File: config.mk
export PLATFORM = sky130hd
export DESIGN_NAME = mdu_iter
export DESIGN_NICKNAME = d
export VERILOG_FILES = /design/src/rtl/mdu_iter.sv
export SDC_FILE = /design/constraint.sdc
export NUM_CORES = 1
export LEC_CHECK = 0
export BUFFER_PORTS_ARGS = -buffer_cell sky130_fd_sc_hd__clkbuf_2
export CORE_MARGIN = 2
export CORE_UTILIZATION = 40
export DETAILED_ROUTE_END_ITERATION = 12
export MAX_ROUTING_LAYER = met4
export PLACE_DENSITY = 0.7
export SYNTH_ARGS = -nofsm -noshare
export SYNTH_HDL_FRONTEND = slang
export SYNTH_SLANG_ARGS = --single-unit
export TNS_END_PERCENT = 5
File: constraint.sdc
create_clock -name clk -period 3.2 [get_ports clk]
set_input_delay 0.16 -clock clk [delete_from_list [all_inputs] [get_ports clk]]
set_output_delay 0.16 -clock clk [all_outputs]
set_load 0.1 [all_outputs]
File: src/rtl/mdu_iter.sv
// Iterative MIPS multiply/divide unit: one shift-add or restoring-subtract step per cycle,
// with sign fix-up and commit to the architectural HI/LO registers. Also handles MTHI/MTLO.
module mdu_iter #(
    parameter int WIDTH = 32
) (
    input  logic             clk,
    input  logic             rst_n,
    input  logic             start,
    input  logic [2:0]       op,
    input  logic [WIDTH-1:0] a,
    input  logic [WIDTH-1:0] b,
    output logic             busy,
    output logic             done,
    output logic [WIDTH-1:0] hi,
    output logic [WIDTH-1:0] lo
);
    localparam int CNT_W = $clog2(WIDTH);

    typedef enum logic [1:0] {IDLE, RUN, FIX} state_t;

    state_t             state;
    state_t             state_nxt;
    logic [CNT_W-1:0]   cnt;
    logic               is_div;
    logic               neg_q;
    logic               neg_r;
    logic               div0;
    logic [WIDTH-1:0]   a_raw;
    logic [WIDTH-1:0]   mcand;
    logic [WIDTH-1:0]   rem;
    logic [2*WIDTH-1:0] acc;

    logic               a_neg;
    logic               b_neg;
    logic [WIDTH-1:0]   mag_a;
    logic [WIDTH-1:0]   mag_b;
    logic [WIDTH:0]     mul_sum;
    logic [WIDTH:0]     div_shift;
    logic [WIDTH-1:0]   div_diff;
    logic               div_ok;

    function automatic logic [WIDTH-1:0] neg_w(input logic [WIDTH-1:0] v, input logic en);
        logic signed [WIDTH-1:0] sv;
        sv = $signed(v);
        return en ? -sv : sv;
    endfunction

    function automatic logic [2*WIDTH-1:0] neg_2w(input logic [2*WIDTH-1:0] v, input logic en);
        logic signed [2*WIDTH-1:0] sv;
        sv = $signed(v);
        return en ? -sv : sv;
    endfunction

    // op[0] marks the signed variants; operands are reduced to magnitudes on entry
    assign a_neg = op[0] & a[WIDTH-1];
    assign b_neg = op[0] & b[WIDTH-1];
    assign mag_a = neg_w(a, a_neg);
    assign mag_b = neg_w(b, b_neg);

    // Multiply: acc = {partial product, remaining multiplier bits}
    assign mul_sum = {1'b0, acc[2*WIDTH-1:WIDTH]}
                   + (acc[0] ? {1'b0, mcand} : {(WIDTH+1){1'b0}});

    // Divide: acc[WIDTH-1:0] shifts the dividend out and the quotient in
    assign div_shift = {rem, acc[WIDTH-1]};
    assign div_ok    = div_shift >= {1'b0, mcand};
    assign div_diff  = WIDTH'(div_shift - {1'b0, mcand});

    always_ff @(posedge clk) begin
        if (!rst_n) state <= IDLE;
        else        state <= state_nxt;
    end

    always_comb begin
        state_nxt = state;
        case (state)
            IDLE:    if (start && !op[2]) state_nxt = RUN;
            RUN:     if (cnt == CNT_W'(WIDTH-1)) state_nxt = FIX;
            FIX:     state_nxt = IDLE;
            default: state_nxt = IDLE;
        endcase
    end

    always_ff @(posedge clk) begin
        if (!rst_n) begin
            busy   <= 1'b0;
            done   <= 1'b0;
            hi     <= '0;
            lo     <= '0;
            cnt    <= '0;
            is_div <= 1'b0;
            neg_q  <= 1'b0;
            neg_r  <= 1'b0;
            div0   <= 1'b0;
            a_raw  <= '0;
            mcand  <= '0;
            rem    <= '0;
            acc    <= '0;
        end else begin
            done <= 1'b0;
            case (state)
                IDLE: begin
                    if (start && !op[2]) begin
                        busy   <= 1'b1;
                        cnt    <= '0;
                        is_div <= op[1];
                        a_raw  <= a;
                        div0   <= op[1] && (b == '0);
                        neg_q  <= a_neg ^ b_neg;
                        neg_r  <= op[1] & a_neg;
                        rem    <= '0;
                        if (op[1]) begin
                            acc   <= {{WIDTH{1'b0}}, mag_a};
                            mcand <= mag_b;
                        end else begin
                            acc   <= {{WIDTH{1'b0}}, mag_b};
                            mcand <= mag_a;
                        end
                    end else if (start && !op[1]) begin
                        if (op[0]) lo <= a;
                        else       hi <= a;
                        done <= 1'b1;
                    end
                end
                RUN: begin
                    cnt <= cnt + 1'b1;
                    if (is_div) begin
                        rem              <= div_ok ? div_diff : div_shift[WIDTH-1:0];
                        acc[WIDTH-1:0]   <= {acc[WIDTH-2:0], div_ok};
                    end else begin
                        acc <= {mul_sum, acc[WIDTH-1:1]};
                    end
                end
                FIX: begin
                    busy <= 1'b0;
                    done <= 1'b1;
                    if (!is_div) begin
                        {hi, lo} <= neg_2w(acc, neg_q);
                    end else if (div0) begin
                        hi <= a_raw;
                        lo <= '1;
                    end else begin
                        // Most-negative / -1 falls out naturally: magnitude quotient 2^(W-1) negates to itself
                        hi <= neg_w(rem, neg_r);
                        lo <= neg_w(acc[WIDTH-1:0], neg_q);
                    end
                end
                default: ;
            endcase
        end
    end
endmodule

Word level (Yosys, flattened, before mapping):

Index checks and enable logic that the tools add are counted.

* add/subtract/negate cells: 8
* order comparisons: 1
* eq/ne operators: 11
* muxes and demuxes: 38
* bitwise gates (word level): 4
* reductions and logical operators: 17

Operators by type and width (count)
* $mux 32: 22
* $pmux 32 s2: 3
* $mux 64: 2
* $neg 32->32: 4
* $pmux 64 s2: 1
* $neg 64->64: 1
* $add 32x32->33: 1
* $ge 33x32->1: 1
* $logic_not 32->1: 1
* $sub 32x32->32: 1
* $ne 2x2->1 const B: 8
* $pmux 5 s2: 1
* $reduce_and 2->1: 4
* $reduce_and 4->1: 2
* $reduce_and 3->1: 2
* $add 5x1->5 const B: 1
* $eq 5x5->1 const B: 1
* $mux 5: 1
* $mux 2: 2
* $pmux 1 s2: 2
* $pmux 2 s2: 1
* $reduce_bool 2->1: 2
* $and 1x1->1: 3
* $logic_and 1x1->1: 3
* 6 further kinds: 9

* register bits after elaboration: 237
* bits of input ports: 70
* output and inout port bits: 66
* word-level logic and storage cells: 94

Depth between registers and ports, before layout:

Gate-level depths: netlist of the first run.

* depth in word-level cells: 5
* gate-level depth with buffers: 14
* gate-level depth less buffers: 13

Worst setup path before layout of the first run:

OpenSTA, ideal clock, no wires.

* path type: register -> register
* from: reg acc[0]
* to: reg acc[61]
* library setup time: 63 ps
* arrival time: 3231 ps
* required time: 3137 ps
* setup slack: -94 ps
* stages on the path, launching flop included: 14
* buffers on the path: 1
* period minus slack after synthesis: 3294 ps
* cells stage by stage: dfxtp_1 > inv_1 > clkbuf_1 > nor2_1 > ha_1 > o21ai_0 > a21oi_1 > o2111ai_1 > a31oi_1 > o21a_1 > o41ai_1 > nor4_1 > or4b_2 > nand3_1

* cells in the longest elaborated chain, start to end: 4

Ends and longest elaborated chain
* from (decl): RTL line 31 `logic [2*WIDTH-1:0] acc;`
* from (signal assigned): RTL line 113 `acc <= {{WIDTH{1'b0}}, mag_a};`
* from (signal assigned): RTL line 116 `acc <= {{WIDTH{1'b0}}, mag_b};`
* from (signal, indexed assignment): RTL line 129 `acc[WIDTH-1:0] <= {acc[WIDTH-2:0], div_ok};`
* $mux 32: RTL line 62 `+ (acc[0] ? {1'b0, mcand} : {(WIDTH+1){1'b0}});`
* $add 32x32->33: RTL line 62
* $mux 32: RTL line 127 `if (is_div) begin`
* $pmux 64 s2: RTL line 101 `case (state)`

No other way between the ends. The select of a mux whose other input is x is not followed.
A chain may end at the register's enable or synchronous reset.

Final worst setup path of the first run:

Same ends and word-level chain as after synthesis.

==> results of run 1 <==
[stage by stage]
step                TNS [ps]  instances  hold slack [ps]
floorplan                  0       2350              296
global placement           0       3027              439
detailed placement         0       3027              446
CTS                        0       3092            0.648
global route            -703       3093             11.0
finish                     0       3093             15.6
[registers in the layout (all words and copies together) (netlist names)]
register	flops
a_raw	32
acc	64
busy	1
cnt	5
div0	1
done	1
hi	32
is_div	1
lo	32
mcand	32
neg_q	1
neg_r	1
rem	32
state	2
[final timing paths]
kind              slack (ps)  depth (start not counted)        end  startpoint
setup / recovery          20                         13    acc[61]      acc[0]
hold / removal            20                          3  a_raw[26]       a[26]
setup reg to reg          20                         13    acc[61]      acc[0]
hold reg to reg          450                          2     lo[31]      lo[31]
[critical path, cell delays in order (launching register included)]
cell	delay, ps
dfxtp_2	330
inv_1	120
buf_12	200
nor2_1	60
ha_1	320
o21ai_1	150
a21oi_1	90
o2111ai_1	220
a31oi_1	150
o21a_1	240
o41ai_4	340
nor4_1	110
or4b_2	660
nand3_1	110
[cell families after synthesis]
family          Yosys count
buf+inv                 240
simple gates            780
flops                   237
mux                      62
fa+ha+maj                72
xor+xnor                193
compound gates          766
[power groups by stage]
| stage | Sequential (mW) | Combinational (mW) | Clock, mW |
|---|---|---|---|
| finish | 3.18 | 1.99 | 3.22 |
| global route | 3.18 | 2.11 | 3.34 |
| CTS | 3.17 | 1.92 | 3.23 |
| detailed placement | 3.23 | 1.89 | 0 |
| global placement | 3.23 | 1.87 | 0 |
| floorplan | 3.33 | 1.10 | 0 |
[cell usage in the layout (no fill, tap or decap), drive strengths merged, types with 27 or more instances in the layout]
cell	n
nand3	56
a211oi	56
clkbuf	176
nand2	303
a21oi	241
xnor2	98
nor2	201
inv	73
o221ai	27
dfxtp	237
xor2	95
nor3	42
mux2i	55
o211ai	30
o31ai	34
ha	70
buf	125
o21ai	199
[layout make-up]
type                    count  area, um2  share of cell area (%)
multi-input cells        1873      11800                    58.1
flip-flops and latches    237       4750                    23.5
repair buffers            276       1810                    8.95
clock buffers              41        798                    3.95
well taps                 585        732                    3.62
inverters                  72        273                    1.35
clock inverters             8        103                   0.507
diodes                      1       2.50                  0.0124
[repair_timing]
| action | CTS | global route |
|---|---|---|
| hold endpoints to repair | 18 | 0 |
| hold buffers | 16 | 0 |
| endpoints found under the setup margin | 0 | 50 |
| gates resized for setup | 0 | 17 |
[routing by layer]
layer  vias to the layer above  part of all wire (%)  global-route usage [%]
met3                       162                    11                    5.79
met2                      1118                    40                    43.8
met5                         -                     0                       -
met4                         0                   5.3                    14.4
li1                       8762                     -                       -
met1                      8835                    43                    42.4
==> impl_metrics.json, run 1 <==
{
  "synth-seq-area-share_pct": 27.4,
  "firstDrtPassIters": 6,
  "slew_violations": 0,
  "min_path_type": "input port to flop",
  "p_seq_share_pct": 37.9,
  "grt_overflow": 0,
  "io_buffers": 135,
  "synth_compound_area_share_pct": 27.8,
  "worstMarginPinSlew_ps": 877,
  "drt-initial-drc-count": 2501,
  "rows": 76,
  "powerDensity_nw_per_um2": 415,
  "arrival_ps": 3670,
  "initial_core_util_pct": 40.4,
  "power_leakage_nw": 7.94,
  "p_switching_mw": 2.78,
  "final_util_pct": 47.2,
  "min_period_ps": 3180,
  "synth_top_family_by_area": "compound AO/OA/AOI/OAI gates",
  "syn_inst": 2350,
  "fmax_mhz": 315,
  "grtUsageTotal_pct": 31.0,
  "cts_made_buffers": 27,
  "synth.cell_area_um2": 17300,
  "cts_setup_buffers": 0,
  "final.setup.worst_slack_ps": 24.4,
  "finClkSkew_ps": 32.1,
  "synth.yosys.warnings": 0,
  "worstSetupEndpointType": "flop",
  "status": "finished, final reports clean",
  "place_congestion": 0.993,
  "grt_max_degree": 64,
  "dp_hpwl_um": 53700,
  "swShare_pct": 33.1,
  "rsz0062_at_grt": "yes",
  "cts_tree": "done",
  "routed_via_density": 6.10,
  "final_hold_viol_count": 0,
  "clkTransAtPathRegs_ps": 60,
  "synth_top_area_cell": "dfxtp_1",
  "drive_above_1_share_pct": 14.5,
  "yosysTopAreaCellShare_pct": 27.4,
  "syn_avg_cell_area_um2": 7.37,
  "grt_pass1_vias": 17200,
  "dieHeight_um": 212,
  "fin_crit_sh_pct": 99.2,
  "synthXorXnorAreaFrac_pct": 9.76,
  "intPower_mw": 5.61,
  "syn-num-nets": 2492,
  "wirelength_um": 69700,
  "ctsLongestPathBuffers": 3,
  "finalPower_mw": 8.39,
  "area_growth_pct": 16.9,
  "setup.worst_path.start_class": "flop",
  "cts_sinks": 237,
  "ys_ff_latch": 237,
  "core-area_um2": 42900,
  "combPwrFrac_pct": 23.7,
  "cap_viol_max_count": 0,
  "antenna_found_initial": 1,
  "slew-limit-headroom_pct": 41.5,
  "async_reset_ff_share_pct": 0,
  "dr_total_vias": 18900,
  "pre_cts_slack_ps": 48.5,
  "antenna_left": 0,
  "synth_mux_area_share_pct": 3.64,
  "h-tree-depth": 1,
  "die_w_um": 212,
  "insertion_delay_ps": 570,
  "synth_ff_type": "dfxtp_1",
  "io_pins": 136,
  "dieArea_um2": 45000,
  "synth_simple_gate_area_share_pct": 20.9,
  "grt_pass1_wl_um": 104000,
  "irDropWorstVdd_uv": 326,
  "clockRootBuffer": "clkbuf_16",
  "dpl-instance-area_um2": 19100,
  "drc_errors": 0,
  "synth_edf_count": 0,
  "synthDistinctLibCells": 76,
  "clkPwrFrac_pct": 38.4,
  "worstPathMaxFanout": 30,
  "synth_commonest_cells": "nand2_1 (303), a21oi_1 (241), dfxtp_1 (237)",
  "yosysMostFrequentCell": "nand2_1",
  "synth.area.top_cells": "dfxtp_1 (27%), a21oi_1 (7.0%), nand2_1 (6.6%), o21ai_0 (5.6%), ha_1 (5.1%)",
  "cp.required_ps": 3690,
  "criticalPathCategory": "flop to flop",
  "wl_per_cell_um": 22.5,
  "num-nets-final": 2629,
  "fin_area_um2": 20200,
  "synth_fa_ha_area_share_pct": 5.29,
  "finalSetupViolCount": 0,
  "fillers": 4213
}
Power figures use the tool's default switching activity.
==> run 2: changes to the inputs <==
--- a/config.mk
+++ b/config.mk
@@ -11,6 +11,7 @@
 export DETAILED_ROUTE_END_ITERATION = 12
 export MAX_ROUTING_LAYER = met4
 export PLACE_DENSITY = 0.7
+export RECOVER_POWER = 50
 export SYNTH_ARGS = -nofsm -noshare
 export SYNTH_HDL_FRONTEND = slang
 export SYNTH_SLANG_ARGS = --single-unit
==> impl_metrics.json, run 2 (synthesis gave the netlist of run 1 again) <==
{
  "die_w_um": 212,
  "clkTransAtPathRegs_ps": 70,
  "antenna_left": 0,
  "path_cells": "inv_1 > buf_12 > nor2_1 > ha_1 > o21ai_1 > a21oi_1 > o2111ai_1 > a31oi_1 > o21a_1 > o41ai_4 > nor4_1 > or4b_2 > nand3_1",
  "powerDensity_nw_per_um2": 417,
  "setup.worst_path.start_class": "flop",
  "dieArea_um2": 45000,
  "place_congestion": 0.993,
  "swShare_pct": 33.1,
  "h-tree-depth": 1,
  "cts_setup_buffers": 0,
  "worstSetupEndpointType": "flop",
  "largest_register_ffs": 64,
  "highest_layer": "met4",
  "clockRootBuffer": "clkbuf_16",
  "cts_tree": "done",
  "dieHeight_um": 212,
  "worstMarginPinSlew_ps": 1260,
  "cpPeakStageDelay_ps": 630,
  "final_util_pct": 46.9,
  "grt_overflow": 0,
  "cp.required_ps": 3690,
  "wirelength_um": 69600,
  "cp.buffers_inverters": 2,
  "fmax_mhz": 318,
  "dr_total_vias": 18700,
  "intPower_mw": 5.60,
  "rsz0062_at_grt": "yes",
  "area_growth_pct": 16.1,
  "finClkSkew_ps": 35.3,
  "core-area_um2": 42900,
  "irDropWorstVdd_uv": 330,
  "dp_hpwl_um": 53700,
  "ctsLongestPathBuffers": 3,
  "final_hold_viol_count": 0,
  "firstDrtPassIters": 8,
  "final_common_cell": "nand2_1",
  "initial_core_util_pct": 40.4,
  "worstPathMaxFanout": 30,
  "routed_via_density": 6.06,
  "cp_slowest_cell": "or4b_2",
  "arrival_ps": 3640,
  "min_period_ps": 3150,
  "cts_made_buffers": 27,
  "p_seq_share_pct": 37.9,
  "min_path_type": "input port to flop",
  "antenna_found_initial": 1,
  "finalSetupViolCount": 0,
  "io_pins": 136,
  "status": "finished, final reports clean",
  "combPwrFrac_pct": 23.6,
  "slew_violations": 0,
  "routedLengthMet1_um": 30100,
  "io_buffers": 135,
  "wl_met3_um": 7710,
  "regMostFlops": "acc",
  "drive_above_1_share_pct": 11.5,
  "grt_pass1_vias": 17200,
  "grt_pass1_wl_um": 104000,
  "drt-initial-drc-count": 2561,
  "drc_errors": 0,
  "cap_viol_max_count": 0,
  "rows": 76,
  "slew-limit-headroom_pct": 16.7,
  "grtUsageTotal_pct": 31.0,
  "cpLargestDelayFamily": "compound AO/OA/AOI/OAI gates",
  "num-nets-final": 2629,
  "wl_per_cell_um": 22.5,
  "dr_wl_met2_um": 28200,
  "p_switching_mw": 2.78,
  "clkPwrFrac_pct": 38.5,
  "final_cell_mix": "nand2_1 (303), a21oi_1 (240), dfxtp_1 (234), nor2_1 (199), o21ai_0 (193)",
  "insertion_delay_ps": 580,
  "cts_sinks": 237,
  "criticalPathCategory": "flop to flop",
  "fin_crit_sh_pct": 98.3,
  "power_leakage_nw": 7.69,
  "finalPower_mw": 8.37,
  "grt_max_degree": 64
}
-- run 2: cell types whose count changed in the layout (fill, tap and decap cells not counted), sizes merged --
cell    before  now
buf        125  115
clkbuf     176  186
-- run 2: final cells by class --
cell class                 instances  area [um2]
tap                              585         732
timing repair buffer             276        1700
multi-input combinational       1873       11800
inverter                          72         273
sequential                       237        4750
fill                            4264       22800
antenna                            1        2.50
clock inverter                     8         103
clock buffer                      41         798
-- run 2: tightest hold or removal path: cells and delay by family --
kind,cells,cell delay [ps]
AO/OA/AOI/OAI,1,60
buffers and inverters,1,200
AND/OR/NAND/NOR,1,100
-- run 2: power by group through the flow --
stage / Sequential [mW] / Combinational, mW / Clock [mW]
floorplan: 3.33 / 1.10 / 0
global placement: 3.23 / 1.87 / 0
detailed placement: 3.23 / 1.89 / 0
CTS: 3.17 / 1.92 / 3.23
global route: 3.18 / 2.10 / 3.34
finish: 3.18 / 1.98 / 3.22
-- run 2: metal layers --
layer  GRT usage, %  vias to the layer above
met4           14.4                        0
met3           5.79                      147
met1           42.4                     8747
li1               -                     8762
met2           43.8                     1087
met5              -                        -
-- run 2: repair_timing --
item | CTS | global route
hold endpoints to repair | 18 | 0
hold buffers | 16 | 0
gates resized for setup | 0 | 17
setup endpoints to repair | 0 | 50
-- run 2: path summary, 6_finish.rpt --
check / start / to / slack (ps) / cells past startpoint
worst max-delay path: acc[0] / acc[61] / 50 / 13
worst min register to register: lo[31] / lo[31] / 450 / 2
worst min-delay path: a[26] / a_raw[26] / 20 / 3
worst max register to register: acc[0] / acc[61] / 50 / 13
-- run 2: per-stage QoR --
| stage | std cells | hold slack, ps | cell area [um2] | TNS [ps] | setup WS (ps) |
|---|---|---|---|---|---|
| global route | 3093 | 11.0 | 20100 | -914 | -133 |
| global placement | 3027 | 439 | 19100 | 0 | 30.9 |
| detailed placement | 3027 | 446 | 19100 | 0 | 48.5 |
| floorplan | 2350 | 296 | 17300 | 0 | 100 |
| finish | 3093 | 18.9 | 20100 | 0 | 53.2 |
| CTS | 3092 | 0.648 | 20200 | 0 | 15.9 |
